$ cat src/rtl/reg_writeback_queue_if.sv
// Producer and register-file handshake bundle for the writeback queue.
// The producer side drives in_*/wb_ready; the queue drives in_ready/wb_*.
interface reg_writeback_queue_if #(
  parameter int DW = 64
);
  logic          in_valid;
  logic          in_ready;
  logic [5:0]    in_opcode;
  logic [4:0]    in_rd;
  logic [DW-1:0] in_data;
  logic          wb_valid;
  logic          wb_ready;
  logic [4:0]    wb_rd;
  logic [DW-1:0] wb_data;

  modport master (
    output in_valid, in_opcode, in_rd, in_data, wb_ready,
    input  in_ready, wb_valid, wb_rd, wb_data
  );

  modport slave (
    input  in_valid, in_opcode, in_rd, in_data, wb_ready,
    output in_ready, wb_valid, wb_rd, wb_data
  );
endinterface

$ cat src/rtl/reg_writeback_queue.sv
// Register-file writeback queue: formats results by opcode on entry, buffers
// them in a circular FIFO, drains one per cycle to the RF write port and
// flags read-after-write hazards against the decode source registers.
module reg_writeback_queue #(
  parameter int DEPTH = 4,
  parameter int DW    = 64
) (
  input  logic                     clk,
  input  logic                     rst_n,
  reg_writeback_queue_if.slave     bus,
  input  logic [4:0]               rs_i,
  input  logic [4:0]               rt_i,
  output logic                     hazard_rs_o,
  output logic                     hazard_rt_o,
  output logic [$clog2(DEPTH):0]   count_o,
  output logic                     drop_pulse_o
);
  localparam int AW = $clog2(DEPTH);
  localparam int CW = AW + 1;

  typedef struct packed {
    logic [4:0]    rd;
    logic [DW-1:0] data;
  } entry_t;

  entry_t            mem_q [DEPTH];
  logic [DEPTH-1:0]  valid_q, valid_d;
  logic [AW-1:0]     wr_ptr_q, wr_ptr_d, rd_ptr_q, rd_ptr_d;
  logic [CW-1:0]     count_q, count_d;
  logic              drop_q, drop_d;

  logic [DW-1:0]     fmt_data;
  logic              fmt_ok;
  logic              accept, enq, deq;
  logic [DEPTH-1:0]  hit_rs, hit_rt;

  // Opcode-driven formatting; unknown opcodes are accepted but not stored.
  always_comb begin
    fmt_data = bus.in_data;
    fmt_ok   = 1'b1;
    case (bus.in_opcode)
      6'd34:                fmt_data = {{(DW-8){1'b0}}, bus.in_data[7:0]};
      6'd40:                fmt_data = {{(DW-16){1'b0}}, bus.in_data[15:0]};
      6'd42:                fmt_data = {{(DW-16){bus.in_data[15]}}, bus.in_data[15:0]};
      6'd32:                fmt_data = {{(DW-32){1'b0}}, bus.in_data[31:0]};
      6'd14, 6'd31, 6'd58:  fmt_data = bus.in_data;
      default:              fmt_ok   = 1'b0;
    endcase
  end

  // Full blocks acceptance outright, even if the head drains this cycle.
  assign bus.in_ready = (count_q != CW'(DEPTH));
  assign bus.wb_valid = (count_q != '0);
  assign accept       = bus.in_valid && bus.in_ready;
  assign enq          = accept && fmt_ok;
  assign deq          = bus.wb_valid && bus.wb_ready;

  // Head outputs are forced to zero when empty so stale storage never shows.
  assign bus.wb_rd   = bus.wb_valid ? mem_q[rd_ptr_q].rd   : '0;
  assign bus.wb_data = bus.wb_valid ? mem_q[rd_ptr_q].data : '0;
  assign count_o     = count_q;
  assign drop_pulse_o = drop_q;

  // Next-state for pointers, occupancy, per-entry valid bits and drop flag.
  always_comb begin
    wr_ptr_d = wr_ptr_q;
    rd_ptr_d = rd_ptr_q;
    count_d  = count_q;
    valid_d  = valid_q;
    drop_d   = accept && !fmt_ok;
    if (enq) begin
      wr_ptr_d          = wr_ptr_q + AW'(1);
      valid_d[wr_ptr_q] = 1'b1;
    end
    if (deq) begin
      rd_ptr_d          = rd_ptr_q + AW'(1);
      valid_d[rd_ptr_q] = 1'b0;
    end
    case ({enq, deq})
      2'b10:   count_d = count_q + CW'(1);
      2'b01:   count_d = count_q - CW'(1);
      default: count_d = count_q;
    endcase
  end

  // Control state with synchronous reset; a request in the reset cycle is lost.
  always_ff @(posedge clk) begin
    if (!rst_n) begin
      wr_ptr_q <= '0;
      rd_ptr_q <= '0;
      count_q  <= '0;
      valid_q  <= '0;
      drop_q   <= 1'b0;
    end else begin
      wr_ptr_q <= wr_ptr_d;
      rd_ptr_q <= rd_ptr_d;
      count_q  <= count_d;
      valid_q  <= valid_d;
      drop_q   <= drop_d;
    end
  end

  // Entry payload storage; contents are qualified by valid_q, so no reset.
  always_ff @(posedge clk) begin
    if (rst_n && enq) mem_q[wr_ptr_q] <= '{rd: bus.in_rd, data: fmt_data};
  end

  // Per-entry source-register compare; the head still counts while draining.
  for (genvar i = 0; i < DEPTH; i++) begin : g_haz
    assign hit_rs[i] = valid_q[i] && (mem_q[i].rd == rs_i);
    assign hit_rt[i] = valid_q[i] && (mem_q[i].rd == rt_i);
  end

  assign hazard_rs_o = |hit_rs;
  assign hazard_rt_o = |hit_rt;
endmodule

$ cat src/flat_wrapper.sv
// flat-port wrapper written by rule: the top's interface ports become plain ports
module reg_writeback_queue_flat 
#(
  parameter int DEPTH = 4,
  parameter int DW    = 64
)
  (clk, rst_n, rs_i, rt_i, hazard_rs_o, hazard_rt_o, count_o, drop_pulse_o, bus_in_valid, bus_in_opcode, bus_in_rd, bus_in_data, bus_wb_ready, bus_in_ready, bus_wb_valid, bus_wb_rd, bus_wb_data);
  reg_writeback_queue_if #(.DW(DW)) bus_i ();
  input  logic clk;
  input  logic rst_n;
  input  logic [4:0] rs_i;
  input  logic [4:0] rt_i;
  output logic hazard_rs_o;
  output logic hazard_rt_o;
  output logic [$clog2(DEPTH):0] count_o;
  output logic drop_pulse_o;
  input wire logic [$bits(bus_i.in_valid)-1:0] bus_in_valid;
  input wire logic [$bits(bus_i.in_opcode)-1:0] bus_in_opcode;
  input wire logic [$bits(bus_i.in_rd)-1:0] bus_in_rd;
  input wire logic [$bits(bus_i.in_data)-1:0] bus_in_data;
  input wire logic [$bits(bus_i.wb_ready)-1:0] bus_wb_ready;
  output wire logic [$bits(bus_i.in_ready)-1:0] bus_in_ready;
  output wire logic [$bits(bus_i.wb_valid)-1:0] bus_wb_valid;
  output wire logic [$bits(bus_i.wb_rd)-1:0] bus_wb_rd;
  output wire logic [$bits(bus_i.wb_data)-1:0] bus_wb_data;
  assign bus_i.in_valid = bus_in_valid;
  assign bus_i.in_opcode = bus_in_opcode;
  assign bus_i.in_rd = bus_in_rd;
  assign bus_i.in_data = bus_in_data;
  assign bus_i.wb_ready = bus_wb_ready;
  assign bus_in_ready = bus_i.in_ready;
  assign bus_wb_valid = bus_i.wb_valid;
  assign bus_wb_rd = bus_i.wb_rd;
  assign bus_wb_data = bus_i.wb_data;
  reg_writeback_queue #(.DEPTH(DEPTH), .DW(DW)) u_core (.clk(clk), .rst_n(rst_n), .bus(bus_i), .rs_i(rs_i), .rt_i(rt_i), .hazard_rs_o(hazard_rs_o), .hazard_rt_o(hazard_rt_o), .count_o(count_o), .drop_pulse_o(drop_pulse_o));
endmodule
$ cat config.mk
export PLATFORM = sky130hd
export DESIGN_NAME = reg_writeback_queue_flat
export DESIGN_NICKNAME = d
export VERILOG_FILES = /design/src/rtl/reg_writeback_queue_if.sv /design/src/rtl/reg_writeback_queue.sv /design/src/flat_wrapper.sv
export SDC_FILE = /design/constraint.sdc
export NUM_CORES = 1
export LEC_CHECK = 0
export ABC_AREA = 0
export BUFFER_PORTS_ARGS = -buffer_cell sky130_fd_sc_hd__buf_2
export CELL_PAD_IN_SITES_DETAIL_PLACEMENT = 2
export CELL_PAD_IN_SITES_GLOBAL_PLACEMENT = 2
export CORE_ASPECT_RATIO = 2
export CORE_MARGIN = 2
export CORE_UTILIZATION = 42
export CTS_CLUSTER_DIAMETER = 80
export DETAILED_ROUTE_END_ITERATION = 16
export PLACE_DENSITY_LB_ADDON = 0.3
export SETUP_SLACK_MARGIN = 0.5
export SLEW_MARGIN = 10
export SYNTH_ARGS = -nofsm -noshare
export SYNTH_HDL_FRONTEND = slang
export SYNTH_SLANG_ARGS = --single-unit
export TNS_END_PERCENT = 100
$ cat constraint.sdc
create_clock -name clk -period 4.44 [get_ports clk]
set_input_delay 0 -clock clk [delete_from_list [all_inputs] [get_ports clk]]
set_output_delay 0 -clock clk [all_outputs]
set_load 0.03 [all_outputs]
Word-level counts from Yosys, hierarchy flattened --
Memories as Yosys holds them, arrays and structs flattened. A register that Yosys moved wholly into a read port is not among the register bits. Cells that the tools add are included. W data, S select, Z words.
Storage, ports and cells: register bits after elaboration 12, RAM bits 276, bits of input ports 89, output and inout bits 77, word-level logic and storage cells 71, memories 1
Operators by class: $add $sub $neg 4, magnitude comparators 4, eq/ne operators 18, muxes and demuxes 15, bitwise gates (word level) 3, reductions and logical operators 21
Memory list:
- u_core.mem_q | words 4, bits a word 69, read ports 5, clocked after Yosys merged registers in 1, write ports 1, line reg_writeback_queue.sv:26 | entry_t mem_q [DEPTH];
Operator list (count):
- $pmux W64 S4 | 1
- $mux W64 | 1
- $eq A5 B5 Y1 | 8
- $eq A6 B6 Y1 const B | 5
- $logic_and A1 B1 Y1 | 15
- $mux W4 | 2
- $reduce_or A4 Y1 | 2
- $reduce_or A7 Y1 | 1
- $eq A6 B4 Y1 const B | 1
- $eq A6 B5 Y1 const B | 1
- $lt A2 B3 Y1 const B | 2
- $pmux W3 S2 | 1
- $mux W1 | 5
- $mux W5 | 1
- $add A2 B1 Y2 const B | 2
- $and A4 B4 Y4 | 1
- $demux W1 S2 | 2
- $ge A2 B1 Y1 const B | 2
- $mux W2 | 2
- $not A4 Y4 | 1
- $or A4 B4 Y4 | 1
- $add A3 B1 Y3 const B | 1
- $ne A3 B3 Y1 const B | 1
- $reduce_bool A3 Y1 | 1
- other kinds (5) | 5

Depth between registers and ports, before layout --
Gate-level depths: netlist (run 1).
depth in word-level cells 8, mapped depth 11, mapped depth without buffers 10

Least setup slack after synthesis (run 1) --
OpenSTA, ideal clock, no wires.
path kind reg2reg, from register u_core.count_q[0] (netlist: u_core.count_o[0]), to memory u_core.mem_q[3][0] in the netlist's numbering, enable pin, setup time 0.435 ns, arrival time 2.988 ns, required time 4.005 ns, slack 1.017 ns, stages on the path, launching flop included 6, buffers on the path 1, period minus slack after synthesis 3.423 ns, path through dfxtp_1 > or3b_2 > nand2_1 > a31oi_2 > buf_4 > and3_1
On the way: word-level cells in the longest chain between the ends 6
RTL lines:
- start: declaration | line reg_writeback_queue.sv:29 | logic [CW-1:0] count_q, count_d;
- start signal: assignment | line reg_writeback_queue.sv:97 | count_q <= count_d;
- $ne A3 B3 Y1 | line reg_writeback_queue.sv:52 | assign bus.in_ready = (count_q != CW'(DEPTH));
- named net bus_in_ready | line flat_wrapper.sv:22 | output wire logic [$bits(bus_i.in_ready)-1:0] bus_in_ready;
- $logic_and A1 B1 Y1 | line reg_writeback_queue.sv:54 | assign accept = bus.in_valid && bus.in_ready;
- $logic_and A1 B1 Y1 | line reg_writeback_queue.sv:55 | assign enq = accept && fmt_ok;
- $logic_and A1 B1 Y1 | line reg_writeback_queue.sv:105 | if (rst_n && enq) mem_q[wr_ptr_q] <= '{rd: bus.in_rd, data: fmt_data};
- $mux W1 | line reg_writeback_queue.sv:105
- $mux W1 (not written as such) | line reg_writeback_queue.sv:105
- end: declaration | line reg_writeback_queue.sv:26
The timed path passes the listed nets, and every way through them passes these cells.

==> results of run 1 <==
## cell usage in the layout, fill, tap and decap left out, types with 2 or more instances in the layout
cell | Yosys | final
xnor2_1 | 11 | 11
mux4_2 | 69 | 69
a21oi_1 | 5 | 5
inv_1 | 9 | 9
clkinv_2 | 0 | 8
clkinv_1 | 0 | 4
dfxtp_1 | 14 | 12
a31oi_1 | 2 | 2
xor2_1 | 33 | 33
nor2b_1 | 2 | 2
nor4_1 | 8 | 8
o21ai_0 | 3 | 3
ha_1 | 9 | 9
and3_1 | 6 | 2
nor2_1 | 6 | 6
edfxtp_1 | 276 | 276
nand2_1 | 110 | 109
buf_12 | 0 | 2
dfxtp_4 | 0 | 2
bufinv_16 | 0 | 3
and3_4 | 0 | 4
clkbuf_1 | 24 | 2
buf_2 | 9 | 165
and2_1 | 83 | 83
clkbuf_16 | 0 | 27
buf_4 | 3 | 9
nand3_1 | 9 | 9
dlygate4sd3_1 | 0 | 72
## sequential cells by signal, indices dropped and copies added, names as in the netlist, named ones only
signal               cells
u_core.valid_q           4
u_core.mem_q           276
u_core.count_o           3
u_core.rd_ptr_q          2
u_core.wr_ptr_q          2
u_core.drop_pulse_o      1
## timing repair
item,CTS,global route
hold endpoints to repair,290,0
setup buffers,0,0
hold buffers,72,0
resized for setup,0,0
## worst max path at each step
stage | start | end | slack (ns) | depth (start not counted)
final | flop | bus_wb_data[58] | 1.57 | 4
after detailed placement | bus_in_opcode[0] | u_core.mem_q[0][8] | 1.15 | 6
after CTS | flop | bus_wb_data[50] | 1.50 | 4
after global routing | flop | bus_wb_data[58] | 1.38 | 4
after global placement | bus_in_opcode[0] | u_core.mem_q[3][9] | 1.26 | 6
after floorplan | u_core.count_o[0] | u_core.mem_q[3][0] | 1.02 | 5
## routing by layer
layer	vias up	routed length, µm
met5	-	0
met4	0	663
met3	41	1420
met2	212	17900
met1	3693	12600
li1	3143	-
## where the power goes
group	internal (mW)	total, mW	leakage, nW	switching, mW
registers	3.01	3.06	2.60	0.0456
logic	0.310	0.770	2.47	0.460
clock network	1.30	2.32	0.431	1.03
## worst register-to-register path, cell delays in order, from the launching register on
cell and delay, ns:
dfxtp_1 0.39, or3b_2 0.50, nand2_1 0.18, a31oi_2 0.15
inv_1 0.17, ha_1 0.20, inv_1 0.06, fa_1 0.37
xor2_1 0.17, or3_1 0.31, a21boi_0 0.19
## final cells by class
cell class	count	share of cell area, %
Sequential cell	290	57.4
Multi-Input combinational cell	370	22.5
Timing Repair Buffer	248	11.1
Clock buffer	29	4.57
Tap cell	360	3.01
Clock inverter	19	1.25
Inverter	9	0.226
## cells by family (layout without fill, tap and decap cells)
group                      Yosys count  in the layout  synth area share (%)
AOI/OAI and AO/OA                   14             14                 0.712
xor gates and xnor gates            44             44                  3.18
adders and majority gates           10             10                  1.09
buffers and inverters               47            305                  1.77
DFF                                290            290                  70.7
muxes                               69             69                  12.8
and+or+nand+nor                    233            233                  9.70
## metrics by stage
stage	cells	power, mW	utilization, %	setup WS (ns)	instance area, µm²
6_report	1325	6.15	52.2	1.57	14900
5_1_grt	1325	6.34	52.2	1.38	14900
4_1_cts	1325	6.20	52.2	1.50	14900
3_5_place_dp	1205	3.84	46.6	1.15	13400
3_3_place_gp	1205	3.82	46.6	1.26	13400
2_1_floorplan	707	3.59	-	1.02	12100
==> reports/results.tsv, run 1 <==
metric	value	unit
Critical R2R Launch	u_core.count_o[2]	
Hold Path End	u_core.valid_q[0]	
RR Endpoint	u_core.count_o[2]	
die area	30300	µm²
pin count of the biggest net entering global routing	71	
Worst Setup Path Type	flop to output port	
first-pass GRT wire length	49200	µm
row count	88	
HPWL Detailed	20000	µm
Port-buffer cells	165	
Synth Instances	707	
WP data arrival	2.87	ns
top cells by area, synth	edfxtp_1 68%, mux4_2 13%, and2_1 4.3%	
Post-synth top flop	edfxtp_1	
post-DR wirelength/cell	24.6	µm
# DRC	0	
CP required	4.44	ns
fmax	349	MHz
core area	28600	µm²
worst hold start	bus_wb_ready	
Die H	244	µm
register area share after synthesis	70.7	%
total number of vias	7089	
CP max stage cell	dfxtp_4	
gpl congestion	0.905	
FFs w/ async S/R, synth	0	%
EDFF count, synth	276	
crit-path cells	buf_12 -> mux4_2 -> and2_1 -> buf_2	
crit share post-route	64.6	%
startpoint class of the critical path	flop	
Slew Limit Fails	0	
clk root buf	clkbuf_16	
slew margin rel.	26.9	%
Crit path largest cell delay	0.94	ns
Synth area leader	edfxtp_1	
Syn Area/Cell	17.1	µm²
grt met2 use	40.6	%
area delta synth->final	23.3	%
antenna viol nets, final	0	
Post-Route Setup TNS	0	ns
share of cells above drive strength 1	31.0	%
antenna cells	0	
total CTS buffers	26	
M3 GR Usage	2.03	%
die width	124	µm
H-tree levels	1	
Overflow after GRT	0	
synthesis warning total	0	
status	finished, final reports clean	
Hold Fails Final Rpt	0	
total wire length	32600	µm
Tightest Hold Check Type	input pin to flop	
final setup violation count	0	
Cells on Worst Hold Path	5	
Worst Tran Pin Value	1.09	ns
CTS tree	built	
post-synth top area share	68.4	%
most frequent cells after synthesis	276 x edfxtp_1, 110 x nand2_1, 83 x and2_1	
Leak	5.50	nW
Top delay family on crit path	flip-flops	
Max Cap Violations	0	
final layout net count	1044	
Iteration-0 DRC Markers	449	
worst reg-to-reg setup slack	1.68	ns
post-synthesis cell type count	34	
most frequent cell after synthesis	edfxtp_1	
Clk Latency, worst-skew pair	0.55	ns
PD cells	412	nW/µm²
Fillers	2607	
I/O pins	166	
#FFs+latches synth	290	
Critical Path Fanout Max	45	
Multi-input gate area	3360	µm²
initial antenna violation count	0	
Post-Syn Area	12100	µm²
skew final	0.0109	ns
clk buf depth	3	
tightest hold margin	0.0829	ns
Worst R2R Path Depth	10	
clock sink total	290	
Vias/cell	5.35	
Max VDD drop	0.000381	V
CP bufs+invs	2	
starting density of the core	42.3	%
vias in the first global route	8010	
Total Routing Usage GR	22.1	%
min Tclk post-route	2.87	ns
register clock-pin slew on the reported worst setup and hold paths	0.07	ns
Reg area	8580	µm²
CP Capture Type	output port	
Pre-antenna DRT Iters	4	
M1 GR Usage	27.5	%
Most Crowded Layer GR	met2	
RSZ-0062 raised after global routing	false	
post-synth net total	806	
Power figures use the tool's default switching activity.
==> inputs of run 2 (changes only) <==
==> constraint.sdc (replaced) <==
create_clock -name clk -period 2.65 [get_ports clk]
set_input_delay 0 -clock clk [delete_from_list [all_inputs] [get_ports clk]]
set_output_delay 0 -clock clk [all_outputs]
set_load 0.03 [all_outputs]
==> reports/results.tsv, run 2 (synthesis gave the netlist of run 1 again) <==
metric	value	unit
skew final	0.0367	ns
Hold Fails Final Rpt	0	
Slew Limit Fails	0	
antenna cells	0	
die width	124	µm
antenna viol nets, final	0	
die area	30300	µm²
share of cells above drive strength 1	38.7	%
Crit path largest cell delay	0.56	ns
Vias/cell	5.54	
# DRC	0	
starting density of the core	42.3	%
CP required	3.14	ns
Leak	5.92	nW
WP data arrival	2.78	ns
Top delay family on crit path	simple AND/OR/NAND/NOR gates	
Max Cap Violations	0	
first-pass GRT wire length	53700	µm
RSZ-0062 raised after global routing	true	
Top reg by flops	u_core.mem_q	
PD cells	683	nW/µm²
Iteration-0 DRC Markers	546	
total CTS buffers	27	
Post-Route Setup TNS	0	ns
Worst Tran Pin Value	0.658	ns
total wire length	40700	µm
most frequent cells in the layout	276 x edfxtp_1, 121 x buf_2, 108 x nand2_1	
CP bufs+invs	1	
gpl congestion	0.778	
status	finished, final reports clean	
HPWL Detailed	21900	µm
Port-buffer cells	165	
Max VDD drop	0.000637	V
commonest non-fill, non-tap cell in the layout	edfxtp_1	
I/O pins	166	
core area	28600	µm²
Worst Setup Path Type	flop to flop	
total number of vias	7580	
Pre-antenna DRT Iters	5	
register clock-pin slew on the reported worst setup and hold paths	0.08	ns
number of flip-flops in the largest register	276	
CP max stage cell	or3_2	
vias in the first global route	8398	
clk root buf	clkbuf_16	
final setup violation count	0	
Fillers	2486	
fmax	437	MHz
Clk Latency, worst-skew pair	0.57	ns
fin cells	1367	
clock sink total	290	
Overflow after GRT	0	
Total Routing Usage GR	24.4	%
Tightest Hold Check Type	input pin to flop	
pin count of the biggest net entering global routing	71	
final layout net count	1086	
min Tclk post-route	2.29	ns
slew margin rel.	56.1	%
crit share post-route	86.4	%
CP Capture Type	flop	
area delta synth->final	32.9	%
startpoint class of the critical path	flop	
crit-path cells	or3_2 -> and2_4 -> ha_4 -> inv_2 -> fa_2 -> o21ai_2 -> and2_1	
clk buf depth	3	
Critical Path Fanout Max	5	
post-DR wirelength/cell	29.8	µm
Die H	244	µm
H-tree levels	1	
CTS tree	built	
row count	88	
Layout Utilization	56.2	%
dpl cells	1218	
initial antenna violation count	0	
==> run 2: cell count changes in the layout (fill, tap and decap cells not counted), sizes merged <==
cell and change:
inv +2, dlygate4sd3 +5, buf +29, clkinv -2, clkbuf +8
==> run 2: power by group <==
| group | internal (mW) | total [mW] | switching [mW] | leakage [nW] |
|---|---|---|---|---|
| clock | 2.20 | 4.06 | 1.86 | 0.436 |
| combinational | 0.861 | 1.86 | 0.995 | 2.89 |
| sequential | 5.05 | 5.08 | 0.0290 | 2.60 |
==> run 2: what timing repair did <==
action                                 4_1_cts  5_1_grt
endpoints found under the hold margin      290        0
setup endpoints to repair                   71       68
gates cloned                                 3        7
buffers inserted                             9        4
pin swaps                                    3        2
resized for setup                           13      178
hold buffers                                77        0
==> run 2: through the flow <==
stage / cell area [µm²] / total power, mW / setup WS (ns) / hold slack, ns
2_1_floorplan: 12200 / 6.01 / 0.327 / 0.0989
3_3_place_gp: 13600 / 6.43 / 0.318 / 0.218
3_5_place_dp: 13600 / 6.48 / 0.192 / 0.232
4_1_cts: 15500 / 10.6 / 0.401 / 0.0282
5_1_grt: 16100 / 11.3 / 0.316 / 0.0350
6_report: 16100 / 11.0 / 0.362 / 0.0485
==> run 2: worst reg2reg max path, stage by stage, from the launching register on <==
cell and delay, ns:
dfxtp_4 0.37, or3_2 0.56, and2_4 0.20, ha_4 0.17, inv_2 0.06, fa_2 0.44, o21ai_2 0.19, and2_1 0.22
==> run 2: worst paths after layout <==
| check | from | to | slack [ns] | depth (start not counted) |
|---|---|---|---|---|
| setup / recovery | u_core.count_o[2] | u_core.count_o[1] | 0.36 | 7 |
| hold / removal | rst_n | u_core.mem_q[2][2] | 0.05 | 2 |
| setup reg to reg | u_core.count_o[2] | u_core.count_o[1] | 0.36 | 7 |
| hold reg to reg | u_core.count_o[2] | u_core.count_o[2] | 0.57 | 2 |
==> run 2: layer usage <==
layer	track usage, %	vias to the layer above	wire, µm
met5	0	-	0
met4	5.49	0	834
met3	2.47	44	1660
met2	45.2	274	22900
met1	30.3	4037	15300
li1	-	3225	-
==> run 2: layout make-up <==
cell class	instances	area, µm²	area share (%)
Tap cell	360	450	2.80
Inverter	9	33.8	0.210
Timing Repair Buffer	289	2630	16.3
Clock buffer	30	687	4.27
Multi-Input combinational cell	370	3510	21.8
Sequential cell	290	8580	53.3
Clock inverter	19	203	1.26
